**src/rtl/keypad_pkg.sv**
```systemverilog
// Shared types and helpers for the matrix-keypad scanner.
package keypad_pkg;

  // Number of flops between the raw row pins and the scanner's decision logic.
  localparam int SYNC_STAGES = 2;

  // Scanner state. The ST_ prefix keeps the literals distinct from the
  // DEBOUNCE parameter of the scanner.
  typedef enum logic [1:0] {
    ST_SCAN     = 2'd0,
    ST_DEBOUNCE = 2'd1,
    ST_HELD     = 2'd2,
    ST_RELEASE  = 2'd3
  } state_t;

  // Hex legend of the standard 4x4 keypad:
  //   row0: 1 2 3 A   row1: 4 5 6 B   row2: 7 8 9 C   row3: E 0 F D
  function automatic logic [3:0] hex_map(input logic [1:0] r, input logic [1:0] c);
    logic [3:0] code;
    code = 4'h0;
    case ({r, c})
      4'h0: code = 4'h1;
      4'h1: code = 4'h2;
      4'h2: code = 4'h3;
      4'h3: code = 4'hA;
      4'h4: code = 4'h4;
      4'h5: code = 4'h5;
      4'h6: code = 4'h6;
      4'h7: code = 4'hB;
      4'h8: code = 4'h7;
      4'h9: code = 4'h8;
      4'hA: code = 4'h9;
      4'hB: code = 4'hC;
      4'hC: code = 4'hE;
      4'hD: code = 4'h0;
      4'hE: code = 4'hF;
      4'hF: code = 4'hD;
      default: code = 4'h0;
    endcase
    return code;
  endfunction

endpackage

```
**src/rtl/keypad_sync.sv**
```systemverilog
// Multi-flop synchroniser for the asynchronous, active-low row returns.
module keypad_sync
  import keypad_pkg::*;
#(
  parameter int W = 4
) (
  input  logic         clk,
  input  logic         reset,
  input  logic [W-1:0] d,
  output logic [W-1:0] q
);

  logic [W-1:0] stage_q [SYNC_STAGES];

  // Shift the pins through the chain; reset loads the idle (pulled-up) level
  // so no phantom press is seen right after reset.
  always_ff @(posedge clk) begin
    if (!reset) begin
      for (int i = 0; i < SYNC_STAGES; i++) stage_q[i] <= '1;
    end else begin
      stage_q[0] <= d;
      for (int i = 1; i < SYNC_STAGES; i++) stage_q[i] <= stage_q[i-1];
    end
  end

  assign q = stage_q[SYNC_STAGES-1];

endmodule

```
**src/rtl/keypad_scanner.sv**
```systemverilog
// Matrix-keypad scanner: rotates the active column, debounces press and
// release of the first key found, and reports one registered code per press.
module keypad_scanner
  import keypad_pkg::*;
#(
  parameter int ROWS     = 4,
  parameter int COLS     = 4,
  parameter int SETTLE   = 2,
  parameter int DEBOUNCE = 20000,
  parameter int MAP_HEX  = 1,
  parameter int KW       = (MAP_HEX != 0) ? 4 :
                           (($clog2(ROWS*COLS) > 1) ? $clog2(ROWS*COLS) : 1)
) (
  input  logic            clk,
  input  logic            reset,
  input  logic [ROWS-1:0] rows_n,
  output logic [COLS-1:0] cols_n,
  output logic [KW-1:0]   key,
  output logic            key_valid,
  output logic            key_held
);

  localparam int CMAX = (SETTLE > DEBOUNCE) ? SETTLE : DEBOUNCE;
  localparam int CW   = $clog2(CMAX + 1);
  localparam int CIW  = $clog2(COLS);
  localparam int RIW  = (ROWS > 1) ? $clog2(ROWS) : 1;

  localparam logic [CW-1:0]  SETTLE_CNT = CW'(SETTLE);
  localparam logic [CW-1:0]  DEB_LAST   = CW'(DEBOUNCE - 1);
  localparam logic [CW-1:0]  CNT_SAT    = CW'(CMAX);
  localparam logic [CIW-1:0] COL_LAST   = CIW'(COLS - 1);

  // The hex legend only exists for the 4x4 layout.
  if (MAP_HEX != 0 && (ROWS != 4 || COLS != 4)) begin : g_bad_map
    $error("keypad_scanner: MAP_HEX=1 needs ROWS=4 and COLS=4");
  end

  // Counter increment that sticks at its ceiling instead of wrapping.
  function automatic logic [CW-1:0] cnt_inc(input logic [CW-1:0] v);
    return (v == CNT_SAT) ? v : v + CW'(1);
  endfunction

  // Next column in the rotation, wrapping at COLS-1 (COLS need not be 2^n).
  function automatic logic [CIW-1:0] col_next(input logic [CIW-1:0] v);
    return (v == COL_LAST) ? '0 : v + CIW'(1);
  endfunction

  // Key code for row r, column c in the selected mapping mode.
  function automatic logic [KW-1:0] key_code(input logic [RIW-1:0] r,
                                             input logic [CIW-1:0] c);
    if (MAP_HEX != 0) return KW'(hex_map(2'(r), 2'(c)));
    else              return KW'(int'(r) * COLS + int'(c));
  endfunction

  logic [ROWS-1:0] rs;
  logic            low_any;
  logic [RIW-1:0]  low_row;

  state_t         state_q, state_d;
  logic [CIW-1:0] col_q, col_d;
  logic [RIW-1:0] row_q, row_d;
  logic [CW-1:0]  cnt_q, cnt_d;
  logic [KW-1:0]  key_q, key_d;
  logic           valid_q, valid_d;
  logic           held_q, held_d;

  keypad_sync #(.W(ROWS)) u_sync (
    .clk   (clk),
    .reset (reset),
    .d     (rows_n),
    .q     (rs)
  );

  // Priority pick of the lowest-index asserted row.
  always_comb begin
    low_any = ~&rs;
    low_row = '0;
    for (int i = ROWS - 1; i >= 0; i--) begin
      if (!rs[i]) low_row = RIW'(i);
    end
  end

  // Next-state, counters, column rotation and output updates.
  always_comb begin
    state_d = state_q;
    col_d   = col_q;
    row_d   = row_q;
    cnt_d   = cnt_q;
    key_d   = key_q;
    valid_d = 1'b0;
    held_d  = held_q;
    case (state_q)
      ST_SCAN: begin
        if (cnt_q != SETTLE_CNT) begin
          cnt_d = cnt_inc(cnt_q);
        end else begin
          cnt_d = '0;
          if (low_any) begin
            row_d   = low_row;
            state_d = ST_DEBOUNCE;
          end else begin
            col_d = col_next(col_q);
          end
        end
      end
      ST_DEBOUNCE: begin
        if (rs[row_q]) begin
          cnt_d   = '0;
          col_d   = col_next(col_q);
          state_d = ST_SCAN;
        end else if (cnt_q == DEB_LAST) begin
          key_d   = key_code(row_q, col_q);
          valid_d = 1'b1;
          held_d  = 1'b1;
          cnt_d   = '0;
          state_d = ST_HELD;
        end else begin
          cnt_d = cnt_inc(cnt_q);
        end
      end
      ST_HELD: begin
        if (rs[row_q]) begin
          cnt_d   = '0;
          state_d = ST_RELEASE;
        end
      end
      ST_RELEASE: begin
        if (!rs[row_q]) begin
          state_d = ST_HELD;
        end else if (cnt_q == DEB_LAST) begin
          held_d  = 1'b0;
          cnt_d   = '0;
          col_d   = col_next(col_q);
          state_d = ST_SCAN;
        end else begin
          cnt_d = cnt_inc(cnt_q);
        end
      end
      default: begin
        cnt_d   = '0;
        state_d = ST_SCAN;
      end
    endcase
  end

  // State register; reset abandons any press in progress without a pulse.
  always_ff @(posedge clk) begin
    if (!reset) begin
      state_q <= ST_SCAN;
      col_q   <= '0;
      row_q   <= '0;
      cnt_q   <= '0;
      key_q   <= '0;
      valid_q <= 1'b0;
      held_q  <= 1'b0;
    end else begin
      state_q <= state_d;
      col_q   <= col_d;
      row_q   <= row_d;
      cnt_q   <= cnt_d;
      key_q   <= key_d;
      valid_q <= valid_d;
      held_q  <= held_d;
    end
  end

  assign cols_n    = ~(COLS'(1) << col_q);
  assign key       = key_q;
  assign key_valid = valid_q;
  assign key_held  = held_q;

endmodule

```
**config.mk**
```make
export PLATFORM = sky130hd
export DESIGN_NAME = keypad_scanner
export DESIGN_NICKNAME = d
export VERILOG_FILES = /design/src/rtl/keypad_pkg.sv /design/src/rtl/keypad_sync.sv /design/src/rtl/keypad_scanner.sv
export SDC_FILE = /design/constraint.sdc
export NUM_CORES = 1
export LEC_CHECK = 0
export BUFFER_PORTS_ARGS = -buffer_cell sky130_fd_sc_hd__buf_2
export CAP_MARGIN = 15
export CORE_MARGIN = 4
export CORE_UTILIZATION = 40
export CTS_CLUSTER_DIAMETER = 60
export DETAILED_ROUTE_END_ITERATION = 10
export MAX_ROUTING_LAYER = met4
export PLACE_DENSITY = 0.54
export REMOVE_ABC_BUFFERS = 1
export SYNTH_ARGS = -nofsm -noshare
export SYNTH_HDL_FRONTEND = slang
export SYNTH_SLANG_ARGS = --single-unit
export TNS_END_PERCENT = 20
```
**constraint.sdc**
```tcl
create_clock -name clk -period 3.1 [get_ports clk]
set_clock_uncertainty 0.2 [all_clocks]
set_input_delay 0.31 -clock clk [delete_from_list [all_inputs] [get_ports clk]]
set_output_delay 0.31 -clock clk [all_outputs]
set_load 0.01 [all_outputs]
```
==> results.cfg <==
[logic_synthesis]
netlist_area_mm2 = 0.00179
syn_inst = 210
synthAdderAreaFrac_pct = 5.60
synthTopCellsByArea = dfxtp_1 (39%), ha_1 (5.6%), mux2i_1 (5.0%)
synth_top_family_by_area = simple AND/OR/NAND/NOR gates
synthFlopType = dfxtp_1
synth_edf_count = 0
postSynthAreaPerCell_um2 = 8.51
ys_warn_count = 0
ys_seq_elements = 35
synth_top_cell_by_area = dfxtp_1
synth_top_area_share_pct = 39.2
synthMostInstantiatedCell = dfxtp_1
yosys.area_share.simple_pct = 29.9
synth_seq_area_share_pct = 39.2
synth-compound-area-share_pct = 12.5
synth_common_cells = dfxtp_1 (35), nand2_1 (21), nor2_1 (18)
muxShareOfSynthArea_pct = 6.30
netlist-cell-type-count = 44
async_flop_share_pct = 0
synth-xor-area-share_pct = 2.45

[job]
max_cap_violations = 0

[placed_design]
portBuffers = 15
place_congestion = 0.836
dpl.hpwl_um = 2750

[min_path]
worst_hold_path_type = input pin to register
worstHoldStart = rows_n[2]
whs_path_depth = 2

[drt]
ant_nets = 0
drt_iter0_markers = 47
vias = 1504
drc = 0
routedWlPerCell_um = 12.8
vias_per_cell = 5.35
finalWirelength_um = 3610
firstDrtPassIters = 4

[worst_setup_path]
crit_path_end_kind = register
path_max_fanout = 10
ff2ff_setup_slack_ns = 0.79
setup.worst_path.end = cnt_q[1]
critPathArrivalTime_ns = 2.29
critPathSlowestCell = mux4_2
worst_r2r_endpoint = cnt_q[1]
crit_family = multiplexers
worst_setup_path_start_kind = register
cp.required_ns = 3.07
setup.worst_path.start = row_q[0]
path_cells = mux4_2, nor2b_2, a21o_1, mux2i_1, nor2_1
critical_path_depth = 5
path_buf_inv = 0
reg2reg_depth = 5
crit_path_max_incr_delay_ns = 0.65
reg2reg_from = row_q[0]
critical_path_class = register to register

[power_and_ir_drop]
internal_power_uw = 777
ir_worst_vdd_v = 0.000217
power.share.clock_pct = 38.4
p_sw_share_pct = 26.8
switching_power_uw = 285
power_density_mw_per_mm2 = 522
combPwrFrac_pct = 14.6
seq_power_share_pct = 47.0
p_leak_uw = 0.000766

[clock_network]
clk_latency_ns = 0.29
clk_pin_slew_ns = 0.08
numCtsBuffers = 5
cts_tree = done
cts_resized = 0
cts_sinks = 35
cts_root_buffer = clkbuf_8
htreeDepth = 2
max-clock-path-buffers = 2

[timing]
hold_viol_final = 0
setup_viol = 0
relSlewSlack_pct = 59.0
min_period_ns = 2.31
tns_ns = 0
rsz0062_at_grt = false
fmax_mhz = 432
slew_violations = 0
worst_pin_slew_ns = 0.607
period_share_pct = 74.7

[layout]
fillers = 427
final_util_pct = 46.7
multi_input_area_mm2 = 0.00101
synthToLayoutAreaGrowth_pct = 13.8
drive_gt1_share_pct = 12.2
nNetsFinal = 242
antennaDiodeCount = 0
register_area_um2 = 701

[global_routing]
grt_max_degree = 16
grt_pass1_vias = 1495
grt_usage_pct = 15.3
busiest_layer = met2
met2_usage_pct = 25.8
grtUsageMet3_pct = 4.54
grt_overflow = 0
antenna_found_initial = 0
grt_use_met1_pct = 17.1
grt_pass1_wl_um = 6480

[floorplan]
die_h_um = 74.9
placementRows = 24
coreArea_mm2 = 0.00435
die_area_mm2 = 0.00560
start_util_pct = 41.1
fp.dieW_um = 74.9
io_pins = 16

[outcome]
outcome = complete, no violations
-- layer usage --
layer	vias up	share of wire, %	wire (µm)
met5	-	0	0
met4	0	1.6	59
met3	8	3.1	111
met2	21	49	1780
met1	700	46	1660
li1	775	-	-
-- cells in the final DEF, fill, tap and decap left out, types with 2 or more instances in the layout --
master          n
a211oi_1        2
a21oi_1        14
and3_1          4
and4_1          3
buf_2          15
clkbuf_8        5
dfxtp_1        35
dlygate4sd3_1   3
ha_1            8
inv_1           9
mux2i_1         9
nand2_1        21
nand2b_1       12
nand3_1        11
nand3b_1        2
nand4_1         5
nor2_1         18
nor3_1          5
nor4_1          2
o21ai_0        11
or3_1           6
xnor2_1         2
xor2_1          3
-- state kept, by name (all words and copies together) (netlist names), named ones only --
name / cells
cnt_q: 15
u_sync.stage_q: 8
key: 4
col_q: 2
row_q: 2
key_held: 1
key_valid: 1
state_q: 1
-- area by class of cell --
type | instances | share of cell area (%)
clock buffer | 5 | 3.38
sequential | 35 | 34.4
clock inverter | 3 | 2.15
inverter | 10 | 1.85
timing repair buffer | 18 | 5.17
tap | 52 | 3.20
multi-input combinational | 158 | 49.8
-- worst min path at each step --
| stage | end | slack [ns] |
|---|---|---|
| global placement | u_sync.stage_q[0][4] | 0.20 |
| global route | u_sync.stage_q[0][2] | 0.007 |
| detailed placement | u_sync.stage_q[0][5] | 0.20 |
| CTS | u_sync.stage_q[0][2] | 0.005 |
| floorplan | u_sync.stage_q[0][0] | 0.18 |
| finish | u_sync.stage_q[0][2] | 0.01 |
-- power groups by stage --
stage | Combinational (µW) | Clock, µW | Sequential [µW]
final | 155 | 407 | 499
after global routing | 180 | 439 | 503
after CTS | 158 | 421 | 499
after detailed placement | 154 | 0 | 509
after global placement | 150 | 0 | 507
after floorplan | 110 | 0 | 503
-- what timing repair did --
| item | in CTS | in global routing |
|---|---|---|
| hold buffers | 3 | 0 |
| buffers inserted | 0 | 0 |
| hold endpoints to repair | 3 | 0 |
-- cells by family after synthesis --
kind of cell             after synthesis
multiplexers                          10
XOR/XNOR                               5
AO/OA/AOI/OAI                         37
AND/OR/NAND/NOR                       98
flip-flops                            35
adder cells (fa/ha/maj)                8
buffers and inverters                 17
-- metrics by stage --
step	setup WS, ns	std cells	hold WS (ns)	cell area, µm²	power, µW
3_3_place_gp	0.839	270	0.196	1890	656
4_1_cts	0.775	281	0.00467	2030	1080
5_1_grt	0.586	281	0.00733	2030	1120
2_1_floorplan	1.02	203	0.183	1750	613
6_report	0.785	281	0.00993	2030	1060
3_5_place_dp	0.782	270	0.200	1890	663
No activity file was read; power rests on OpenSTA's default activity.
